### src/rtl/muldiv_pkg.sv
// Shared definitions for the multiply/divide sequencer: state encodings,
// result-mux select values and the default hang timeout.
package muldiv_pkg;

  typedef enum logic [2:0] {
    IDLE      = 3'd0,
    MULT_RUN  = 3'd1,
    DIV_RUN   = 3'd2,
    WRITEBACK = 3'd3,
    EXCEPT    = 3'd4
  } state_e;

  localparam logic SEL_DIV  = 1'b0;
  localparam logic SEL_MULT = 1'b1;

  localparam int DEF_TIMEOUT_CYCLES = 40;

endpackage

### src/rtl/muldiv_sequencer.sv
// Control sequencer for the multicycle mult/div units: launches a unit,
// waits for its stop (or a timeout), then loads HI/LO or reports an exception.
module muldiv_sequencer
  import muldiv_pkg::*;
#(
  parameter int TIMEOUT_CYCLES = DEF_TIMEOUT_CYCLES,
  parameter int CNT_W          = 6
) (
  input  logic             clk,
  input  logic             reset,
  input  logic             mult_req,
  input  logic             div_req,
  input  logic             DivZero,
  input  logic             MultStop,
  input  logic             DivStop,
  output logic             MultInit,
  output logic             DivInit,
  output logic             mux_high_low_selector,
  output logic             High_Load,
  output logic             Low_Load,
  output logic             busy,
  output logic             done,
  output logic             div_zero_exc,
  output logic             timeout_err,
  output logic [CNT_W-1:0] cycle_count
);

  localparam logic [CNT_W-1:0] TO_CNT = CNT_W'(TIMEOUT_CYCLES);

  state_e           state;
  logic [CNT_W-1:0] cnt_inc;
  logic             stop_seen;

  // The Init cycle is the first RUN cycle; a stop seen then belongs to the
  // previous operation and is discarded.
  always_comb begin
    cnt_inc   = (cycle_count == '1) ? cycle_count : cycle_count + CNT_W'(1);
    stop_seen = 1'b0;
    if (!(MultInit || DivInit)) begin
      if (state == MULT_RUN) stop_seen = MultStop;
      if (state == DIV_RUN)  stop_seen = DivStop;
    end
  end

  always_ff @(posedge clk) begin
    if (reset) begin
      state                 <= IDLE;
      MultInit              <= 1'b0;
      DivInit               <= 1'b0;
      mux_high_low_selector <= 1'b0;
      High_Load             <= 1'b0;
      Low_Load              <= 1'b0;
      busy                  <= 1'b0;
      done                  <= 1'b0;
      div_zero_exc          <= 1'b0;
      timeout_err           <= 1'b0;
      cycle_count           <= '0;
    end else begin
      MultInit     <= 1'b0;
      DivInit      <= 1'b0;
      High_Load    <= 1'b0;
      Low_Load     <= 1'b0;
      done         <= 1'b0;
      div_zero_exc <= 1'b0;
      timeout_err  <= 1'b0;
      case (state)
        IDLE: begin
          if (mult_req) begin
            state                 <= MULT_RUN;
            MultInit              <= 1'b1;
            mux_high_low_selector <= SEL_MULT;
            cycle_count           <= '0;
            busy                  <= 1'b1;
          end else if (div_req && DivZero) begin
            state        <= EXCEPT;
            div_zero_exc <= 1'b1;
            busy         <= 1'b1;
          end else if (div_req) begin
            state                 <= DIV_RUN;
            DivInit               <= 1'b1;
            mux_high_low_selector <= SEL_DIV;
            cycle_count           <= '0;
            busy                  <= 1'b1;
          end
        end
        MULT_RUN, DIV_RUN: begin
          cycle_count <= cnt_inc;
          // A stop landing on the timeout cycle still completes normally.
          if (stop_seen) begin
            state     <= WRITEBACK;
            High_Load <= 1'b1;
            Low_Load  <= 1'b1;
            done      <= 1'b1;
          end else if (cnt_inc == TO_CNT) begin
            state       <= EXCEPT;
            timeout_err <= 1'b1;
          end
        end
        WRITEBACK, EXCEPT: begin
          state <= IDLE;
          busy  <= 1'b0;
        end
        default: begin
          state <= IDLE;
          busy  <= 1'b0;
        end
      endcase
    end
  end

endmodule
### config.mk
export PLATFORM = sky130hd
export DESIGN_NAME = muldiv_sequencer
export DESIGN_NICKNAME = d
export VERILOG_FILES = /design/src/rtl/muldiv_pkg.sv /design/src/rtl/muldiv_sequencer.sv
export SDC_FILE = /design/constraint.sdc
export NUM_CORES = 1
export LEC_CHECK = 0
export ABC_AREA = 1
export CAP_MARGIN = 30
export CELL_PAD_IN_SITES_DETAIL_PLACEMENT = 1
export CELL_PAD_IN_SITES_GLOBAL_PLACEMENT = 1
export CORE_UTILIZATION = 26
export DETAILED_ROUTE_END_ITERATION = 6
export PLACE_DENSITY = 0.73
export SETUP_SLACK_MARGIN = 0.15
export SLEW_MARGIN = 30
export SYNTH_ARGS = -nofsm -noshare
export SYNTH_HDL_FRONTEND = slang
export SYNTH_SLANG_ARGS = --single-unit
### constraint.sdc
create_clock -name clk -period 3.3 [get_ports clk]
set_clock_uncertainty 0.2 [all_clocks]
set_input_delay 0.495 -clock clk [delete_from_list [all_inputs] [get_ports clk]]
set_output_delay 0.495 -clock clk [all_outputs]
set_load 0.01 [all_outputs]
==> metrics, run 1 <==
status complete, no violations; unrepaired setup endpoints after global routing no; pwr dens 658 nW/um^2; post-route ant nets 0; die area 3640 um^2; Pwr Total 758 uW; Placed Cells between 150 and 200; Gate power share 0.515; Worst path max stage delay approximately 0.6 ns; CP arrival about 1.4 ns; Final nets approximately 160; routed wire length on met2 about 1.1 mm; Met1 Wirelength 1.06 mm; post-route minimum period 2.06 ns; Max Used Layer met3; critical path type reg -> out; share of cells above drive strength 1 0.143; WP buf/inv 1; Resize count post-CTS 0; Initial DRC Count 10; DR WL met3 94 um; Yosys reg bits 16; CTS sink count 16; cts bufs inserted 3; Fin. Hold Viols 0; worst reg2reg endpoint timeout_err; Top-Level Pins 22; Slew @ Worst Pin around 0.5 ns; drt drc 0; Yosys cell types 26; worst setup margin between 1 and 1.5 ns; Gate Count Post-Synth 126; Antenna diodes 0; Synth Cell Area around 890 um^2; Clk pwr share 0.134; GRT overflow 0; initial antenna violation count 0; CP Capture Type output port; die span in y 60.4 um; Post-Layout Cell Count 191; Reg power frac 0.351; Slew Limit Fails 0; postcts setup bufs 0; WHS Endpoint mux_high_low_selector; Chip Width between 60 and 70 um; vias in the first global route between 800 and 900; Min-Delay Path Depth 2; multi-input logic area approximately 480 um^2; Root Buffer clkbuf_4; core area 3150 um^2; final wirelength 2.22 mm; fillcell total 428; total global-route track usage 0.134; r2r startpoint cycle_count[0]; Reg2Reg Depth 7; Area growth, synth to finish 29.9%; GP Congestion 0.782; via/cell ratio between 4 and 5; # Max-Cap Violations 0; Final period util 0.624; Worst Setup Start Kind flip-flop; Pre-Repair DR Iteration Count 4; slowest cell on the critical path clkdlybuf4s50_1; data required time of the worst path 2.60 ns; largest net degree at the start of global routing 14; Rel. slew slack 0.660; clk buf depth 2; first-pass GRT wire length 3.70 mm; # hold bufs at CTS 0; worst skew pair latency 0.28 ns; yosys warns 0; HPWL Detailed 1.80 mm; Net Sw Frac 0.432; CTS tree yes; H-tree Lvls 1; I/O Buffers 21; Max Clk Rate 0.486 GHz; crit-path cells clkdlybuf4s50_1; setup violators final 0; CP delay by family, top buffers and inverters; via count approximately 870; Lkg Pwr 0.000450 uW; hold crit path type reg -> reg; critical path peak fanout 7; site row count 20; register area between 300 and 400 um^2; Post-Place Setup Slack 1.20 ns; setup TNS 0 ns; DR WL/cell ~12 um; Seq/Total Area, Yosys 0.362; syn_area_per_cell 7.03 um^2; maximum vdd drop 0.000228 V; syn nets roughly 130; NetSw 328 uW; CTS clk-pin slew, worst paths ~0.090 ns; fin util 0.365; R2R setup slack 1.35 ns; min-delay src mux_high_low_selector; initial core utilization 0.281; Internal 430 uW
-- cell families (layout without fill, tap and decap cells) --
kind of cell / Yosys count / in the layout / share of synthesized area
adder cells (fa/ha/maj): 1 / 1 / 0.0141
AO/OA/AOI/OAI: 19 / 19 / 0.126
flip-flops: 16 / 16 / 0.362
AND/OR/NAND/NOR: 69 / 69 / 0.397
buffers and inverters: 21 / 42 / 0.102
-- per-layer routing --
| metal | up-vias | global-route usage |
|---|---|---|
| li1 | 440 | - |
| met1 | 413 | 0.159 |
| met2 | 19 | 0.243 |
| met3 | 0 | 0.0320 |
| met4 | 0 | 0.0299 |
| met5 | - | 0 |
-- registers in the layout, summed over array words and instances, names as in the netlist --
| register | count |
|---|---|
| cycle_count | 6 |
| state | 3 |
| DivInit | 1 |
| MultInit | 1 |
| busy | 1 |
| div_zero_exc | 1 |
| done | 1 |
| mux_high_low_selector | 1 |
| timeout_err | 1 |
-- synthesized netlist by cell type (all sizes together) --
library cell,count,area share
o31ai,1,0.0085
nand3,10,0.073
nor3,2,0.017
buf,3,0.025
nor4,1,0.0071
o21bai,1,0.013
or2,4,0.028
inv,18,0.076
ha,1,0.014
dfxtp,16,0.36
a21oi,11,0.066
o21ai,6,0.038
nand4,1,0.0071
nor2,21,0.11
nand3b,2,0.017
nand2,28,0.14
-- final cells by class --
| class | instances | area share |
|---|---|---|
| Multi-Input combinational cell | 89 | 0.413 |
| Timing Repair Buffer | 21 | 0.183 |
| Sequential cell | 16 | 0.278 |
| Clock buffer | 3 | 0.0196 |
| Tap cell | 44 | 0.0478 |
| Inverter | 18 | 0.0587 |
-- placed cells by master, fill, tap and decap left out, drive strengths merged, types with 3 or more instances in the layout --
master,netlist,routed
clkbuf,0,3
inv,18,18
dfxtp,16,16
or2,4,4
clkdlybuf4s50,0,21
nor2,21,21
o21ai,6,6
a21oi,11,11
nand3,10,10
nand2,28,28
-- worst min-delay path, cell delays in order (launching register included) --
cell	delay, ns
dfxtp_1	0.32
o31ai_1	0.07
a21oi_1	0.06
-- per-stage QoR --
step                instance area, um^2  hold slack, ns
floorplan                           886           0.274
global route                       1150           0.327
CTS                                1150           0.292
global placement                   1130           0.266
finish                             1150           0.291
detailed placement                 1130           0.280
-- power by group through the flow --
| stage | registers, uW | logic [uW] | clock network [uW] |
|---|---|---|---|
| 3_5_place_dp | 271 | 397 | 0 |
| 4_1_cts | 267 | 399 | 104 |
| 6_report | 266 | 391 | 102 |
| 3_3_place_gp | 268 | 384 | 0 |
| 2_1_floorplan | 275 | 266 | 0 |
| 5_1_grt | 271 | 440 | 109 |
-- how the worst max path moves through the flow --
| stage | depth (start not counted) | from | end |
|---|---|---|---|
| 6_report | 1 | cycle_count[3] | cycle_count[3] |
| 5_1_grt | 1 | cycle_count[2] | cycle_count[2] |
| 4_1_cts | 1 | cycle_count[0] | cycle_count[0] |
| 3_5_place_dp | 9 | div_req | cycle_count[1] |
| 3_3_place_gp | 9 | div_req | cycle_count[3] |
| 2_1_floorplan | 10 | cycle_count[0] | state[0] |
Note: power is estimated with default switching activity, not from simulation.
==> inputs of run 2 (changes only) <==
Clock period 3.3 ns to 2 ns, I/O delays scaled along.
==> metrics, run 2 (synthesis results as in run 1) <==
I/O Buffers 21; final wirelength 2.34 mm; GR Layer Usage met1 0.176; pwr dens 1110 nW/um^2; worst skew pair latency 0.29 ns; # Max-Cap Violations 0; Antenna diodes 0; NetSw 569 uW; setup TNS 0 ns; site row count 20; crit-path cells clkdlybuf4s50_1; Fin. Hold Viols 0; status complete, no violations; share of cells above drive strength 1 0.212; Slew @ Worst Pin 0.302 ns; maximum vdd drop around 0.00027 V; Gate power share 0.525; CP Capture Type output port; Largest Register cycle_count; die area 3640 um^2; post-route ant nets 0; Worst path max stage delay 0.58 ns; data required time of the worst path 1.50 ns; CTS sink count 16; largest net degree at the start of global routing 10; number of flip-flops in the largest register 6; via/cell ratio 4.48; cts bufs inserted 3; slowest cell on the critical path clkdlybuf4s50_1; Post-Place Setup Slack between 0.05 and 0.06 ns; critical path type reg -> out; CP arrival 1.30 ns; clk buf depth 2; CP delay by family, top buffers and inverters; Final nets 160; DR WL/cell 12.0 um; commonest non-fill, non-tap cells in the layout nand2_1, clkdlybuf4s50_1, inv_1; Rel. slew slack 0.798; # hold bufs at CTS 0; initial core utilization 0.281; HPWL Detailed 1.90 mm; critical path peak fanout 6; WP buf/inv 1; Root Buffer clkbuf_4; core area about 3200 um^2; CTS clk-pin slew, worst paths 0.10 ns; Largest regs cycle_count x6, state x3; met2 Use GR 0.246; initial antenna violation count 0; vias in the first global route approximately 880; hold crit path type reg -> reg; Max Clk Rate 0.554 GHz; unrepaired setup endpoints after global routing yes; H-tree Lvls 1; Clk pwr share 0.160; Pre-Repair DR Iteration Count 4; Internal 771 uW; setup violators final 0; grt met3 use 0.0171; total global-route track usage 0.140; worst setup margin 0.196 ns; Final period util 0.902; Top-Level Pins 22; die span in y between 60 and 70 um; Lkg Pwr approximately 0.00049 uW; GP Congestion around 0.8; Initial DRC Count 21; Area growth, synth to finish 36.7%; Worst Setup Start Kind flip-flop; Slew Limit Fails 0; Net Sw Frac 0.425; commonest non-fill, non-tap cell in the layout nand2_1; CTS tree yes; Chip Width 60.4 um; postcts setup bufs 0; drt drc 0; post-route minimum period 1.80 ns; via count 874; GRT overflow 0; GR peak layer met2; Reg power frac 0.315; first-pass GRT wire length 3.85 mm
==> run 2: changes by cell type in the layout (fill, tap and decap cells not counted), moves of 2 or more <==
cell     previous run  this run
dfxtp_2             0         3
dfxtp_1            16        13
buf_4               0         3
o21ai_2             1         3
o21ai_1             3         1
==> run 2: power groups by stage <==
stage               combinational (uW)  sequential, uW  clock, uW
floorplan                          438             453          0
CTS                                704             420        221
finish                             704             421        214
global placement                   672             425          0
global route                       793             427        233
detailed placement                 703             428          0
==> run 2: stage by stage <==
stage,cell area (um^2),instances,total power (uW),util,hold slack (ns)
detailed placement,1150,191,1130,0.365,0.277
floorplan,886,126,892,-,0.169
global route,1210,195,1450,0.384,0.303
CTS,1190,195,1350,0.377,0.290
finish,1210,195,1340,0.384,0.284
global placement,1150,191,1100,0.365,0.261
==> run 2: path summary, 6_finish.rpt <==
kind         slack, ns                    end                  start  cells after the start
max               0.20         cycle_count[4]         cycle_count[4]                      1
min               0.28  mux_high_low_selector  mux_high_low_selector                      2
max reg2reg       0.26               state[0]         cycle_count[0]                     10
min reg2reg       0.28  mux_high_low_selector  mux_high_low_selector                      2
==> run 2: cell type report <==
class / count / area [um^2]
multi-input combinational: 89 / 493
tap: 44 / 55.1
inverter: 18 / 67.6
sequential: 16 / 324
timing repair buffer: 24 / 235
fill: 411 / 1940
clock buffer: 4 / 36.3
==> run 2: per-layer routing <==
| layer | vias to the layer above | part of all wire |
|---|---|---|
| met4 | 0 | 0 |
| met5 | - | 0 |
| met3 | 0 | 0.027 |
| li1 | 448 | - |
| met2 | 13 | 0.50 |
| met1 | 413 | 0.47 |
==> run 2: timing repair <==
action	CTS	global route
setup endpoints to repair	2	7
pin swaps	0	0
gates resized for setup	2	7
